<file path="config.mk">
export PLATFORM = sky130hd
export DESIGN_NAME = cmp_arbiter
export DESIGN_NICKNAME = d
export VERILOG_FILES = /design/src/rtl/cmp_pkg.sv /design/src/rtl/cmp_flags.sv /design/src/rtl/cmp_arbiter.sv
export SDC_FILE = /design/constraint.sdc
export NUM_CORES = 1
export LEC_CHECK = 0
export ABC_AREA = 1
export CAP_MARGIN = 20
export CORE_MARGIN = 2
export CORE_UTILIZATION = 49
export CTS_CLUSTER_DIAMETER = 60
export DETAILED_ROUTE_END_ITERATION = 10
export GPL_ROUTABILITY_DRIVEN = 0
export GPL_TIMING_DRIVEN = 0
export PLACE_DENSITY = 0.88
export SLEW_MARGIN = 40
export SYNTH_ARGS = -nofsm -noshare
export SYNTH_HDL_FRONTEND = slang
export SYNTH_HIERARCHICAL = 1
export SYNTH_SLANG_ARGS = --single-unit
</file>
<file path="constraint.sdc">
create_clock -name clk -period 1.7 [get_ports clk]
set_input_delay 0.34 -clock clk [delete_from_list [all_inputs] [get_ports clk]]
set_output_delay 0.34 -clock clk [all_outputs]
set_load 0.05 [all_outputs]
</file>
<file path="src/rtl/cmp_pkg.sv">
// Shared definitions for the two-requester compare arbiter: FSM states,
// flag bit positions and the round-robin winner selection.
package cmp_pkg;

    typedef enum logic [1:0] {
        ST_IDLE,
        ST_LOAD,
        ST_CMP,
        ST_DONE
    } state_e;

    localparam int FLAGS_W = 6;

    localparam int FLG_GT = 0;
    localparam int FLG_LT = 1;
    localparam int FLG_GE = 2;
    localparam int FLG_LE = 3;
    localparam int FLG_EQ = 4;
    localparam int FLG_NE = 5;

    // With both requesting, the one not served last wins; a lone requester always wins.
    function automatic logic pick_winner(input logic [1:0] req, input logic last);
        if (req == 2'b11) begin
            return ~last;
        end
        return req[1];
    endfunction

endpackage

</file>
<file path="src/rtl/cmp_flags.sv">
// Combinational magnitude comparator producing the six relation flags.
// Defining CMP_SIGNED_EN switches the operands to two's-complement interpretation.
module cmp_flags
    import cmp_pkg::*;
#(
    parameter int W = 8
) (
    input  logic [W-1:0]       a,
    input  logic [W-1:0]       b,
    output logic [FLAGS_W-1:0] flags
);

    logic isGt;
    logic isEq;

    always_comb begin
`ifdef CMP_SIGNED_EN
        isGt = $signed(a) > $signed(b);
`else
        isGt = a > b;
`endif
        isEq = (a == b);
    end

    // Every other relation follows from greater-than and equality.
    always_comb begin
        flags         = '0;
        flags[FLG_GT] = isGt;
        flags[FLG_LT] = ~isGt & ~isEq;
        flags[FLG_GE] = isGt | isEq;
        flags[FLG_LE] = ~isGt;
        flags[FLG_EQ] = isEq;
        flags[FLG_NE] = ~isEq;
    end

endmodule

</file>
<file path="src/rtl/cmp_arbiter.sv">
// Round-robin arbiter granting one of two requesters a shared comparator:
// IDLE -> LOAD -> CMP -> DONE, all outputs registered. See CMP_SIGNED_EN in cmp_flags.
module cmp_arbiter
    import cmp_pkg::*;
#(
    parameter int W = 8
) (
    input  logic               clk,
    input  logic               rst_n,
    input  logic [1:0]         req,
    input  logic [W-1:0]       a0,
    input  logic [W-1:0]       b0,
    input  logic [W-1:0]       a1,
    input  logic [W-1:0]       b1,
    output logic [1:0]         gnt,
    output logic [1:0]         done,
    output logic [FLAGS_W-1:0] flags,
    output logic               cmp_en,
    output logic               busy
);

    state_e             state_q;
    logic [1:0]         gnt_q;
    logic [1:0]         done_q;
    logic [FLAGS_W-1:0] flags_q;
    logic               cmp_en_q;
    logic               busy_q;
    logic               last_q;
    logic [W-1:0]       a_q;
    logic [W-1:0]       b_q;

    logic               winner_d;
    logic [W-1:0]       a_d;
    logic [W-1:0]       b_d;
    logic [FLAGS_W-1:0] flags_d;

    always_comb begin
        winner_d = pick_winner(req, last_q);
        a_d      = winner_d ? a1 : a0;
        b_d      = winner_d ? b1 : b0;
    end

    cmp_flags #(.W(W)) u_flags (
        .a     (a_q),
        .b     (b_q),
        .flags (flags_d)
    );

    // Reset leaves the pointer on requester 1 so requester 0 is served first.
    always_ff @(posedge clk or negedge rst_n) begin
        if (!rst_n) begin
            state_q  <= ST_IDLE;
            gnt_q    <= '0;
            done_q   <= '0;
            flags_q  <= '0;
            cmp_en_q <= 1'b0;
            busy_q   <= 1'b0;
            last_q   <= 1'b1;
            a_q      <= '0;
            b_q      <= '0;
        end else begin
            case (state_q)
                ST_IDLE: begin
                    if (req != 2'b00) begin
                        state_q <= ST_LOAD;
                        gnt_q   <= winner_d ? 2'b10 : 2'b01;
                        a_q     <= a_d;
                        b_q     <= b_d;
                        busy_q  <= 1'b1;
                    end
                end
                ST_LOAD: begin
                    state_q  <= ST_CMP;
                    cmp_en_q <= 1'b1;
                end
                ST_CMP: begin
                    state_q <= ST_DONE;
                    flags_q <= flags_d;
                    done_q  <= gnt_q;
                    last_q  <= gnt_q[1];
                end
                ST_DONE: begin
                    state_q  <= ST_IDLE;
                    gnt_q    <= '0;
                    done_q   <= '0;
                    flags_q  <= '0;
                    cmp_en_q <= 1'b0;
                    busy_q   <= 1'b0;
                end
                default: begin
                    state_q <= ST_IDLE;
                end
            endcase
        end
    end

    assign gnt    = gnt_q;
    assign done   = done_q;
    assign flags  = flags_q;
    assign cmp_en = cmp_en_q;
    assign busy   = busy_q;

endmodule

</file>
# Word level (Yosys, flattened, before mapping)
# Cells that the tools add are included.
# word_totals
in_bits,36
ff_bits,31
# op_classes
n_mux,15
n_reduce_logical,7
n_lt_le_gt_ge,1
n_eq_ne,6
bitwise,5
# ops
op,n
8-bit 2-to-1 mux,2
6-bit case mux with 2 select lines,1
8-bit equality test,1
8-bit > comparator,1
2-bit case mux with 2 select lines,2
2-bit case mux with 4 select lines,1
2-bit nonzero test,4
2-bit equality test (second input constant),3
2-bit 2-to-1 mux,3
1-bit 2-to-1 mux,4
1-bit case mux with 2 select lines,2
2-bit AND reduction,2
1-bit inverter,3
2-bit by 1-bit equality test with 1-bit output (second input constant),1
2-bit logical NOT,1
2-bit != test (second input constant),1
1-bit bitwise AND,1
1-bit OR,1

# Logic depth before layout (Yosys ltp)
# Gate-level depths: netlist of run 1.
# logic_depth
word_depth,6
ltp_mapped,12
mapped_depth_nobuf,12

# Modules after synthesis
# The synthesis of run 1 kept the hierarchy.
# modules_own_cells
module,cells_each,area_per_inst_um2,instances
cmp_arbiter,215,1629.1,1
cmp_flags,42,287.8,1

# Least setup slack after synthesis of run 1
# Ideal clock, no wire load.
# synth_path
path_type,register to register
from,register a_q[7]
to,"register flags_q[0], in the netlist flags[0]"
setup_slack_ns,0.265
stages_incl_launch_ff,8
setup_ns,0.128
n_path_buf,1
arrival_time_ns,1.307
synth_period_minus_slack_ns,1.435
path_cell_list,dfrtp_1 > ha_1 > a21o_1 > nor2_4 > a21oi_2 > buf_4 > nand3_1 > o21ai_0
# synth_via
elab_chain_len,2
# synth_rtl
item,line_no,rtl
start: declaration,cmp_arbiter.sv:29,logic [W-1:0] a_q;
start signal: assignment,cmp_arbiter.sv:59,a_q <= '0;
start signal: assignment,cmp_arbiter.sv:67,a_q <= a_d;
8-bit > comparator,cmp_flags.sv:20,isGt = a > b;
named net u_flags.isGt,cmp_flags.sv:13,logic isGt;
6-bit case mux with 2 select lines,cmp_arbiter.sv:62,case (state_q)
end signal: assignment,cmp_arbiter.sv:78,flags_q <= flags_d;
end: declaration,cmp_arbiter.sv:25,logic [FLAGS_W-1:0] flags_q;
# The timed path passes the listed nets, and every way through them passes these cells.
# A chain may end at the register's enable or synchronous reset.

# Final worst setup path of run 1
# layout_path
from,register b_q[7]
to,"register flags_q[0], in the netlist flags[0]"
# layout_via
elab_chain_len,2
# layout_rtl
item,line_no,rtl
start: declaration,cmp_arbiter.sv:30,logic [W-1:0] b_q;
start signal: assignment,cmp_arbiter.sv:60,b_q <= '0;
start signal: assignment,cmp_arbiter.sv:68,b_q <= b_d;
8-bit > comparator,cmp_flags.sv:20,
named net u_flags.isGt,cmp_flags.sv:13,
6-bit case mux with 2 select lines,cmp_arbiter.sv:62,
# The timed path passes the listed nets, and every way through them passes these cells.

==> results of run 1 <==
synthesized netlist by cell type (all sizes together):
cell	number	share of area, %
nand2	71	14
inv	58	11
nand3	44	12
dfrtp	30	39
ha	14	9.1
o21ai	13	3.4
buf	9	3.1
nor2	7	2.7
a21oi	3	0.98
clkbuf	2	0.39
a21o	1	0.39
clkinv	1	0.20
dfstp	1	1.4
nand4	1	1.1
o22ai	1	0.33
or2	1	0.33
worst reg2reg max path: stages (launching register included):
cell and delay (ns):
sky130_fd_sc_hd__dfrtp_1 0.35, sky130_fd_sc_hd__inv_1 0.05, sky130_fd_sc_hd__ha_1 0.30, sky130_fd_sc_hd__nand2_2 0.09
sky130_fd_sc_hd__nor2_4 0.16, sky130_fd_sc_hd__nand4_4 0.11, sky130_fd_sc_hd__clkinv_1 0.10, sky130_fd_sc_hd__a21oi_2 0.04
sky130_fd_sc_hd__buf_4 0.13, sky130_fd_sc_hd__nand3_1 0.08, sky130_fd_sc_hd__o21ai_0 0.08
kinds of logic after synthesis:
group	count (synthesis)	synth area share (%)
buffers and inverters	70	15.1
and+or+nand+nor	124	30.2
AOI/OAI and AO/OA	18	5.09
adders and majority gates	14	9.14
DFF	31	40.5
sequential cells by signal, indices dropped and copies added (netlist names):
| register | cells |
|---|---|
| gnt | 2 |
| flags | 6 |
| b_q | 8 |
| busy | 1 |
| done | 2 |
| last_q | 1 |
| cmp_en | 1 |
| state_q | 2 |
| a_q | 8 |
cells in the final DEF (no fill, tap or decap), drive strengths merged:
cell,synthesis,final
a21o,1,1
a21oi,3,3
buf,9,10
bufinv,0,1
clkbuf,2,8
clkdlybuf4s50,0,33
clkinv,1,2
dfrtp,30,30
dfstp,1,1
dlygate4sd2,0,12
ha,14,14
inv,58,58
nand2,71,71
nand3,44,44
nand4,1,1
nor2,7,7
o21ai,13,13
o22ai,1,1
or2,1,1
cell type report:
class,count,area [um2]
Clock inverter,2,35.0
Sequential cell,31,777
Multi-Input combinational cell,156,853
Inverter,59,221
Tap cell,48,60.1
Clock buffer,6,82.6
Timing Repair Buffer,46,440
Fill cell,315,1180
Buffer,11,67.6
worst paths after layout:
check,to,slack (ns)
worst max-delay path,flags[0]$_DFFE_PN0P_,0.1
max in group asynchronous,flags[1]$_DFFE_PN0P_,1.20
worst min register to register,cmp_en$_DFFE_PN0P_,0.48
min in group clk,b_q[1]$_DFFE_PN0P_,0.43
worst min-delay path,b_q[1]$_DFFE_PN0P_,0.07
worst max register to register,flags[0]$_DFFE_PN0P_,0.1
routing by layer:
metal  wire length [um]  GRT usage, %  vias up
met4                 71          8.93        0
met2               2010          37.3       39
met3                155          5.57        6
met5                  0             0        -
met1               1860          24.0      786
li1                   -             -      886
metrics by stage:
step | cells | utilization, %
2_1_floorplan | 257 | -
3_3_place_gp | 351 | 65.6
3_5_place_dp | 351 | 65.5
4_1_cts | 359 | 68.2
5_1_grt | 359 | 68.3
6_report | 359 | 68.3
report_power, final:
| group | total (mW) | internal (mW) | leakage (nW) | switching, mW |
|---|---|---|---|---|
| clock network | 0.758 | 0.474 | 0.0612 | 0.285 |
| registers | 1.29 | 1.09 | 0.383 | 0.203 |
| logic | 2.49 | 0.893 | 0.974 | 1.60 |
| total | 4.54 | 2.46 | 1.42 | 2.09 |
what timing repair did:
action,CTS,global route
pin swaps,0,1
endpoints found under the setup margin,12,3
gates resized for setup,12,2
hold endpoints to repair,0,0
cloned,0,0
==> flow_summary.rst, run 1 <==
.. list-table::
   :header-rows: 1

   * - Metric
     - Value
   * - Detailed-route vias per instance
     - 4.78
   * - Cell chosen for the clock root
     - sky130_fd_sc_hd__clkbuf_8
   * - CP max stage delay
     - roughly 0.35 ns
   * - Half-perimeter wire length after placement
     - about 3000 um
   * - LEAKAGE
     - ~1.4 nW
   * - Clock buffer depth
     - 2
   * - Final count of negative-setup-slack endpoints
     - 0
   * - Logic depth of the worst setup path including buffers
     - 10
   * - Worst Setup SP
     - b_q[7]$_DFFE_PN0P_
   * - Total of buffers placed on input and output ports
     - between 40 and 50
   * - Die Area
     - 4430 um2
   * - Num CTS Buffers
     - 5
   * - GR Util All Layers
     - between 20% and 30%
   * - Floorplan die height
     - approximately 67 um
   * - Total wirelength of the detailed-routed design
     - between 4000 and 5000 um
   * - CTS tree
     - done
   * - Starting Density
     - about half
   * - Final Max Tran Viols
     - 0
   * - Setup Buffers After CTS
     - 0
   * - Count of unique library cells instantiated by Yosys
     - 24
   * - Number of buffers inserted by hold repair at cts
     - 0
   * - DRC violation count after routing
     - 0
   * - Cell area power density
     - roughly 1800 nW/um2
   * - Syn_area_per_cell
     - between 7 and 8 um2
   * - PnR worst setup slack
     - 0.0971 ns
   * - Buf/Inv on CP
     - 3
   * - Synth Cell Area
     - approximately 1900 um2
   * - Overall die width
     - roughly 67 um
   * - Clock transition at the registers of the reported paths
     - 0.07 ns
   * - Required time at the endpoint of the critical path
     - 1.87 ns
   * - FF+latch count, synth
     - 31
   * - Clock sink count
     - 31
   * - Ratio of final minimum period to clock period
     - between 90% and 100%
   * - Via count
     - roughly 1700
   * - Via count of the first global-routing pass
     - between 1500 and 2000
   * - Power Total
     - roughly 4.5 mW
   * - Top fanout value on the critical path
     - 4
   * - Peak supply drop
     - ~0.66 mV
   * - Layout cell share with drive strength beyond 1
     - between 10% and 20%
   * - Synthesis-to-finish area growth
     - 32.4%
   * - Cell chain of the critical path
     - inv_1 > ha_1 > nand2_2 > nor2_4 > nand4_4 > clkinv_1 > a21oi_2 > buf_4 > nand3_1 > o21ai_0
   * - Cell type of the slowest stage on the worst timing path
     - sky130_fd_sc_hd__dfrtp_1
   * - NumNets Final
     - 360
   * - Pre-CTS setup slack
     - -0.0383 ns
   * - Worst slack on hold paths
     - ~0.074 ns
   * - Largest net degree at the start of global routing
     - 32
   * - Clock insertion delay at the later pin of the skew report
     - 0.29 ns
   * - Top Family by Delay on Critical Path
     - simple AND/OR/NAND/NOR gates
   * - I/O pin cnt
     - between 40 and 50
   * - Number of antenna violations at the first check in global routing
     - 0
   * - Total global routing overflow
     - 0
   * - Worst reg2reg path depth
     - 10
   * - Antenna Violating Nets Remaining
     - 0
   * - Fmax achieved
     - 624 MHz
   * - Number of max-cap violations
     - 0
   * - Number of DRC markers after the initial detailed-route iteration
     - approximately 130
   * - Start of the worst register-to-register path
     - b_q[7]$_DFFE_PN0P_
   * - Result of the run
     - completed
   * - Antenna diode count
     - 0
   * - Crit path capture type
     - register
   * - Post-Syn Nets
     - between 300 and 400
   * - Finished Cell Area
     - roughly 2500 um2
   * - Slew at the pin closest to its max-slew limit
     - 0.657 ns
   * - Final clock skew
     - between 0.009 and 0.01 ns
   * - Number of core rows
     - 22
   * - Min Clock Period, post-route
     - roughly 1.6 ns
   * - Post-Route Setup TNS
     - 0 ns
   * - Kind of launch point of the worst setup path
     - register
   * - Kind of path behind the tightest hold check
     - input pin to asynchronous set/reset pin
   * - Global-route wire length before repair
     - about 7000 um
   * - Number of detailed-route iterations in the first pass
     - 4
   * - Ys Warns
     - 6
   * - Post-place instance area
     - 2430 um2
   * - Number of levels in the clock H-tree
     - 2
   * - Seq/Total Area, Yosys
     - between 40% and 50%
   * - Wire length per cell
     - ~11 um
   * - Post-synthesis cell count
     - around 260
   * - Headroom to the max-slew limit
     - a little under three fifths
   * - Crit path kind
     - register to register
   * - Arrival time of data at the critical path endpoint
     - approximately 1.8 ns
   * - Hold Fails Final Rpt
     - 0
   * - Area of the core
     - approximately 3700 um2
Power figures use the tool's default switching activity.
==> run 2: changes to the inputs <==
Settings changed: CORE_ASPECT_RATIO set to 0.75.
==> run 2 against run 1 <==
Compared with the run above:
- flip-flop and latch count unchanged
- sequential power about the same
- routed wire length increased by 0.59%
- worst hold slack hardly changed
- clock power shrank 24%
- global-route usage down 0.52 points
- largest power group unchanged
==> flow_summary.rst, run 2 (synthesized netlist as in run 1, its figures left out) <==
.. list-table::
   :header-rows: 1

   * - Metric
     - Value
   * - NumNets Final
     - 360
   * - Clock insertion delay at the later pin of the skew report
     - between 0.2 and 0.3 ns
   * - Number of core rows
     - 19
   * - Number of antenna violations at the first check in global routing
     - 0
   * - Via count of the first global-routing pass
     - approximately 1700
   * - Starting Density
     - around half
   * - Synthesis-to-finish area growth
     - 30.7%
   * - Clock sink count
     - 31
   * - Hold Fails Final Rpt
     - 0
   * - I/O pin cnt
     - 48
   * - Final count of negative-setup-slack endpoints
     - 0
   * - Cell chain of the critical path
     - ha_1 > a21oi_1 > nor2_1 > nor2_4 > a21oi_2 > buf_4 > nand3_1 > o21ai_0
   * - Post-Route Setup TNS
     - 0 ns
   * - Most frequent standard cell in the layout excluding fill and tap cells
     - sky130_fd_sc_hd__nand2_1
   * - CTS tree
     - done
   * - Overall die width
     - ~76 um
   * - Number of DRC markers after the initial detailed-route iteration
     - 64
   * - Cell-internal power
     - about 2.3 mW
   * - Arrival time of data at the critical path endpoint
     - ~1.8 ns
   * - Total global routing overflow
     - 0
   * - Sw Share
     - a little under half
   * - Share of power burned in registers
     - 30.0%
   * - Cell type of the slowest stage on the worst timing path
     - sky130_fd_sc_hd__dfrtp_1
   * - Slew at the pin closest to its max-slew limit
     - about 0.67 ns
   * - Peak supply drop
     - between 0.9 and 1 mV
   * - Floorplan die height
     - 58.2 um
   * - Wire length per cell
     - about 11 um
   * - Antenna diode count
     - 0
   * - Gate power share
     - between 50 and 60%
   * - Crit path kind
     - register to register
   * - Antenna Violating Nets Remaining
     - 0
   * - Clk pwr share
     - between 10% and 20%
   * - LEAKAGE
     - around 1.4 nW
   * - Half-perimeter wire length after placement
     - 3080 um
   * - Total of buffers placed on input and output ports
     - 46
   * - Crit path capture type
     - register
   * - Num CTS Buffers
     - 5
   * - Unrepaired setup endpoints after global routing
     - false
   * - Final clock skew
     - ~0.0023 ns
   * - Worst reg2reg path depth
     - 8
   * - Final Max Tran Viols
     - 0
   * - GR Util All Layers
     - around a fifth
   * - Kind of path behind the tightest hold check
     - input pin to asynchronous set/reset pin
   * - Cell area power density
     - 1730 nW/um2
   * - CP max stage delay
     - about 0.39 ns
   * - Via count
     - roughly 1700
   * - Die Area
     - approximately 4400 um2
   * - Highest-count cells in the layout ignoring fill and taps
     - sky130_fd_sc_hd__nand2_1 (68), sky130_fd_sc_hd__inv_1 (57), sky130_fd_sc_hd__nand3_1 (43), sky130_fd_sc_hd__clkdlybuf4s50_1 (33), sky130_fd_sc_hd__dfrtp_1 (30)
   * - Min Clock Period, post-route
     - approximately 1.6 ns
   * - Number of max-cap violations
     - 0
   * - Required time at the endpoint of the critical path
     - roughly 1.9 ns
   * - Ratio of final minimum period to clock period
     - between 90% and 100%
   * - Clock buffer depth
     - 2
   * - Area of the core
     - 3710 um2
   * - Top fanout value on the critical path
     - 3
   * - Kind of launch point of the worst setup path
     - register
   * - DRC violation count after routing
     - 0
   * - Cell chosen for the clock root
     - sky130_fd_sc_hd__clkbuf_8
   * - Fmax achieved
     - approximately 630 MHz
   * - Layout cell share with drive strength beyond 1
     - 9.97%
   * - Result of the run
     - completed
   * - Pre-CTS setup slack
     - -0.0174 ns
   * - Largest net degree at the start of global routing
     - 32
   * - PnR worst setup slack
     - ~0.12 ns
   * - Number of levels in the clock H-tree
     - 2
   * - Number of detailed-route iterations in the first pass
     - 4
   * - Detailed-route vias per instance
     - about 4.8
   * - Total wirelength of the detailed-routed design
     - between 4000 and 5000 um
   * - Headroom to the max-slew limit
     - 55.0%
   * - Net Switching
     - between 2 and 2.5 mW
   * - Utilization after layout
     - a little under 70%
   * - Global-route wire length before repair
     - 7180 um
   * - Clock transition at the registers of the reported paths
     - ~0.070 ns
[run 2: cell count changes in the layout (fill, tap and decap cells not counted), sizes merged]
cell | previous run | this run
bufinv | 1 | 0
clkbuf | 8 | 7
clkinv | 2 | 4
[run 2: cell type report]
| cell class | instances | area (um2) |
|---|---|---|
| well taps | 52 | 65.1 |
| fillers | 331 | 1200 |
| multi-input cells | 156 | 851 |
| plain buffers | 11 | 67.6 |
| inverters | 59 | 221 |
| clock inverters | 3 | 15.0 |
| repair buffers | 46 | 440 |
| clock buffers | 5 | 68.8 |
| flip-flops and latches | 31 | 777 |
[run 2: power groups by stage]
| stage | Sequential [mW] | Combinational [mW] | Clock [mW] |
|---|---|---|---|
| 2_1_floorplan | 1.63 | 1.51 | 0 |
| 3_3_place_gp | 1.30 | 2.41 | 0 |
| 3_5_place_dp | 1.31 | 2.50 | 0 |
| 4_1_cts | 1.30 | 2.45 | 0.582 |
| 5_1_grt | 1.35 | 2.73 | 0.606 |
| 6_report | 1.30 | 2.45 | 0.574 |
[run 2: worst paths after layout]
| path | from | endpoint | slack [ns] |
|---|---|---|---|
| max in group asynchronous | rst_n | b_q[3]$_DFFE_PN0P_ | 1.18 |
| min in group clk | req[1] | b_q[3]$_DFFE_PN0P_ | 0.43 |
| max | a_q[5]$_DFFE_PN0P_ | flags[0]$_DFFE_PN0P_ | 0.12 |
| min reg2reg | b_q[2]$_DFFE_PN0P_ | b_q[2]$_DFFE_PN0P_ | 0.48 |
| min | rst_n | a_q[7]$_DFFE_PN0P_ | 0.07 |
| max reg2reg | a_q[5]$_DFFE_PN0P_ | flags[0]$_DFFE_PN0P_ | 0.12 |
[run 2: layer usage]
metal  track usage [%]  routed length (um)
met1              25.1                1850
met3              5.30                 231
met4              9.61                  87
met5                 0                   0
met2              35.0                1950
[run 2: through the flow]
stage | instance area [um2] | instances | power [mW] | hold slack [ns]
after floorplan | 1920 | 257 | 3.14 | 0.0444
after global placement | 2440 | 355 | 3.71 | 0.466
after detailed placement | 2440 | 355 | 3.81 | 0.419
after CTS | 2510 | 363 | 4.33 | 0.104
after global routing | 2510 | 363 | 4.68 | 0.150
final | 2510 | 363 | 4.32 | 0.0736
[run 2: worst max-delay path: cells and delay by family (launching register included)]
family	cells	cell delay, ns
compound gates	3	0.32
simple gates	3	0.30
buf+inv	1	0.12
flops	1	0.39
fa+ha+maj	1	0.32
[run 2: what timing repair did]
item | CTS | global route
setup buffers | 0 | 0
endpoints found under the setup margin | 12 | 0
hold buffers | 0 | 0
resized for setup | 12 | 0
==> run 3: changes to the inputs <==
--- a/config.mk
+++ b/config.mk
@@ -12,3 +12,3 @@
 export CORE_UTILIZATION = 49
-export CTS_CLUSTER_DIAMETER = 60
+export CTS_CLUSTER_DIAMETER = 30
 export DETAILED_ROUTE_END_ITERATION = 10
@@ -17,2 +17,3 @@
 export PLACE_DENSITY = 0.88
+export RECOVER_POWER = 25
 export SLEW_MARGIN = 40
==> constraint.sdc (replaced) <==
create_clock -name clk -period 1.7 [get_ports clk]
set_input_delay 0.17 -clock clk [delete_from_list [all_inputs] [get_ports clk]]
set_output_delay 0.17 -clock clk [all_outputs]
set_load 0.05 [all_outputs]
==> run 3 against run 2 <==
Compared with the run above:
- global-route usage unchanged
- maximum frequency down 4.9%
- non-clock buffer count up 1
- routed wire length down 0.44%
- worst hold slack better by 0.18 ns
- largest power group unchanged
==> flow_summary.rst, run 3 (synthesized netlist as in run 1, its figures left out) <==
.. list-table::
   :header-rows: 1

   * - Metric
     - Value
   * - Result of the run
     - completed
   * - Cell area power density
     - 1740 nW/um2
   * - Final count of negative-setup-slack endpoints
     - 0
   * - Cell chosen for the clock root
     - sky130_fd_sc_hd__clkbuf_8
   * - Unrepaired setup endpoints after global routing
     - false
   * - Net Switching
     - 2.06 mW
   * - Power Total
     - approximately 4.4 mW
   * - Top fanout value on the critical path
     - 3
   * - Overall die width
     - approximately 76 um
   * - Required time at the endpoint of the critical path
     - between 1.5 and 2 ns
   * - Via count of the first global-routing pass
     - approximately 1700
   * - Ratio of final minimum period to clock period
     - approximately 98%
   * - Kind of launch point of the worst setup path
     - register
   * - Worst Setup SP
     - gnt[0]$_DFFE_PN0P_
   * - Worst slack on hold paths
     - around 0.26 ns
   * - Fmax achieved
     - between 600 and 700 MHz
   * - Starting Density
     - about half
   * - Crit path capture type
     - output pin
   * - Total wirelength of the detailed-routed design
     - about 4000 um
   * - GR Util All Layers
     - approximately 21%
   * - Critical path endpoint
     - gnt[0]
   * - Worst reg2reg path depth
     - 8
   * - Clock buffer depth
     - 2
   * - Total global routing overflow
     - 0
   * - Cell count after placement
     - approximately 360
   * - Layout cell share with drive strength beyond 1
     - under 10%
   * - Crit path kind
     - register to output pin
   * - Number of core rows
     - 19
   * - Number of detailed-route iterations in the first pass
     - 4
   * - PnR worst setup slack
     - ~0.04 ns
   * - Synthesis-to-finish area growth
     - 32.0%
   * - Headroom to the max-slew limit
     - a little under 50%
   * - I/O pin cnt
     - 48
   * - Antenna diode count
     - 0
   * - Min Clock Period, post-route
     - approximately 1.7 ns
   * - Top Family by Delay on Critical Path
     - buffers and inverters
   * - Gate power share
     - roughly 57%
   * - Total of buffers placed on input and output ports
     - 46
   * - Logic depth of the worst setup path including buffers
     - 1
   * - Wire length per cell
     - 11.3 um
   * - Final clock skew
     - roughly 0.0020 ns
   * - Cell depth of the worst min-delay path
     - 4
   * - Via count
     - ~1700
   * - Num CTS Buffers
     - 5
   * - CTS tree
     - done
   * - Slew at the pin closest to its max-slew limit
     - around 0.76 ns
   * - Pre-CTS setup slack
     - roughly 0.15 ns
   * - Detailed-route vias per instance
     - approximately 4.7
   * - LEAKAGE
     - about 1.4 nW
   * - Final cell count without fillers
     - ~360
   * - Global-route wire length before repair
     - about 7000 um
   * - Number of levels in the clock H-tree
     - 2
   * - Area of the core
     - ~3700 um2
   * - Die Area
     - around 4400 um2
   * - Clock sink count
     - 31
   * - Reg-to-reg setup timing slack
     - around 0.12 ns
   * - Post_cts resized
     - 0
   * - Hold Fails Final Rpt
     - 0
   * - Cell chain of the critical path
     - clkdlybuf4s50_1
   * - Crit Reg-Reg Endpoint
     - flags[0]$_DFFE_PN0P_
   * - Kind of path behind the tightest hold check
     - input pin to register
   * - NumNets Final
     - approximately 360
   * - Number of max-cap violations
     - 0
   * - Clock transition at the registers of the reported paths
     - ~0.070 ns
   * - Sw Share
     - approximately 47%
   * - Clock insertion delay at the later pin of the skew report
     - about 0.29 ns
   * - Most frequent standard cell in the layout excluding fill and tap cells
     - sky130_fd_sc_hd__nand2_1
   * - Number of DRC markers after the initial detailed-route iteration
     - 63
   * - Clk pwr share
     - approximately an eighth
   * - Buf/Inv on CP
     - 1
   * - DRC violation count after routing
     - 0
   * - Peak supply drop
     - between 1 and 1.5 mV
   * - Start of the worst register-to-register path
     - a_q[5]$_DFFE_PN0P_
   * - Share of power burned in registers
     - between 20 and 30%
   * - Antenna Violating Nets Remaining
     - 0
   * - Half-perimeter wire length after placement
     - about 3000 um
   * - Cell type of the slowest stage on the worst timing path
     - sky130_fd_sc_hd__clkdlybuf4s50_1
   * - Floorplan die height
     - slightly below 60 um
   * - Number of antenna violations at the first check in global routing
     - 0
   * - # fillers
     - between 300 and 400
   * - Cell-internal power
     - roughly 2.3 mW
   * - Final Max Tran Viols
     - 0
   * - Highest-count cells in the layout ignoring fill and taps
     - sky130_fd_sc_hd__nand2_1 (68), sky130_fd_sc_hd__inv_1 (57), sky130_fd_sc_hd__clkdlybuf4s50_1 (45), sky130_fd_sc_hd__nand3_1 (43), sky130_fd_sc_hd__dfrtp_1 (30)
   * - Arrival time of data at the critical path endpoint
     - between 1 and 1.5 ns
   * - Largest net degree at the start of global routing
     - 32
   * - CP max stage delay
     - 0.81 ns
   * - Post-Route Setup TNS
     - 0 ns
-- run 3: cell count changes in the layout (fill, tap and decap cells not counted), sizes merged --
cell	before	now
dlygate4sd2	12	0
clkdlybuf4s50	33	45
dlygate4sd3	0	1
buf	10	9
clkbuf	7	8
-- run 3: final cells by class --
type | instances | area [um2] | area share, %
multi-input cells | 156 | 851 | 33.6
flip-flops and latches | 31 | 777 | 30.7
repair buffers | 47 | 465 | 18.4
inverters | 59 | 221 | 8.75
clock buffers | 5 | 68.8 | 2.72
plain buffers | 11 | 67.6 | 2.67
well taps | 52 | 65.1 | 2.57
clock inverters | 3 | 15.0 | 0.593
-- run 3: power by group through the flow --
stage	registers, mW	logic, mW	clock network (mW)
after floorplan	1.63	1.51	0
after global placement	1.30	2.41	0
after detailed placement	1.31	2.50	0
after CTS	1.30	2.52	0.582
after global routing	1.35	2.81	0.606
final	1.30	2.53	0.573
-- run 3: timing repair --
item	CTS	global route
hold buffers	1	0
hold endpoints to repair	30	0
setup buffers	0	0
setup endpoints to repair	0	0
-- run 3: metal layers --
| metal | GRT usage (%) | vias up | wire (um) |
|---|---|---|---|
| li1 | - | 890 | - |
| met1 | 25.2 | 778 | 1830 |
| met2 | 35.0 | 49 | 1920 |
| met3 | 5.14 | 9 | 258 |
| met4 | 9.61 | 0 | 88 |
| met5 | 0 | - | 0 |
-- run 3: through the flow --
stage          instance area, um2  util, %
2_1_floorplan                1920        -
3_3_place_gp                 2440     65.9
3_5_place_dp                 2440     65.7
4_1_cts                      2530     68.3
5_1_grt                      2530     68.3
6_report                     2530     68.3
-- run 3: worst min-delay path by stage --
stage / endpoint / start / slack [ns]
2_1_floorplan: a_q[0]$_DFFE_PN0P_ / rst_n / -0.13
3_3_place_gp: b_q[3]$_DFFE_PN0P_ / b_q[3]$_DFFE_PN0P_ / 0.47
3_5_place_dp: b_q[7]$_DFFE_PN0P_ / rst_n / 0.25
4_1_cts: b_q[2]$_DFFE_PN0P_ / req[1] / 0.26
5_1_grt: b_q[5]$_DFFE_PN0P_ / req[1] / 0.29
6_report: b_q[3]$_DFFE_PN0P_ / req[1] / 0.26
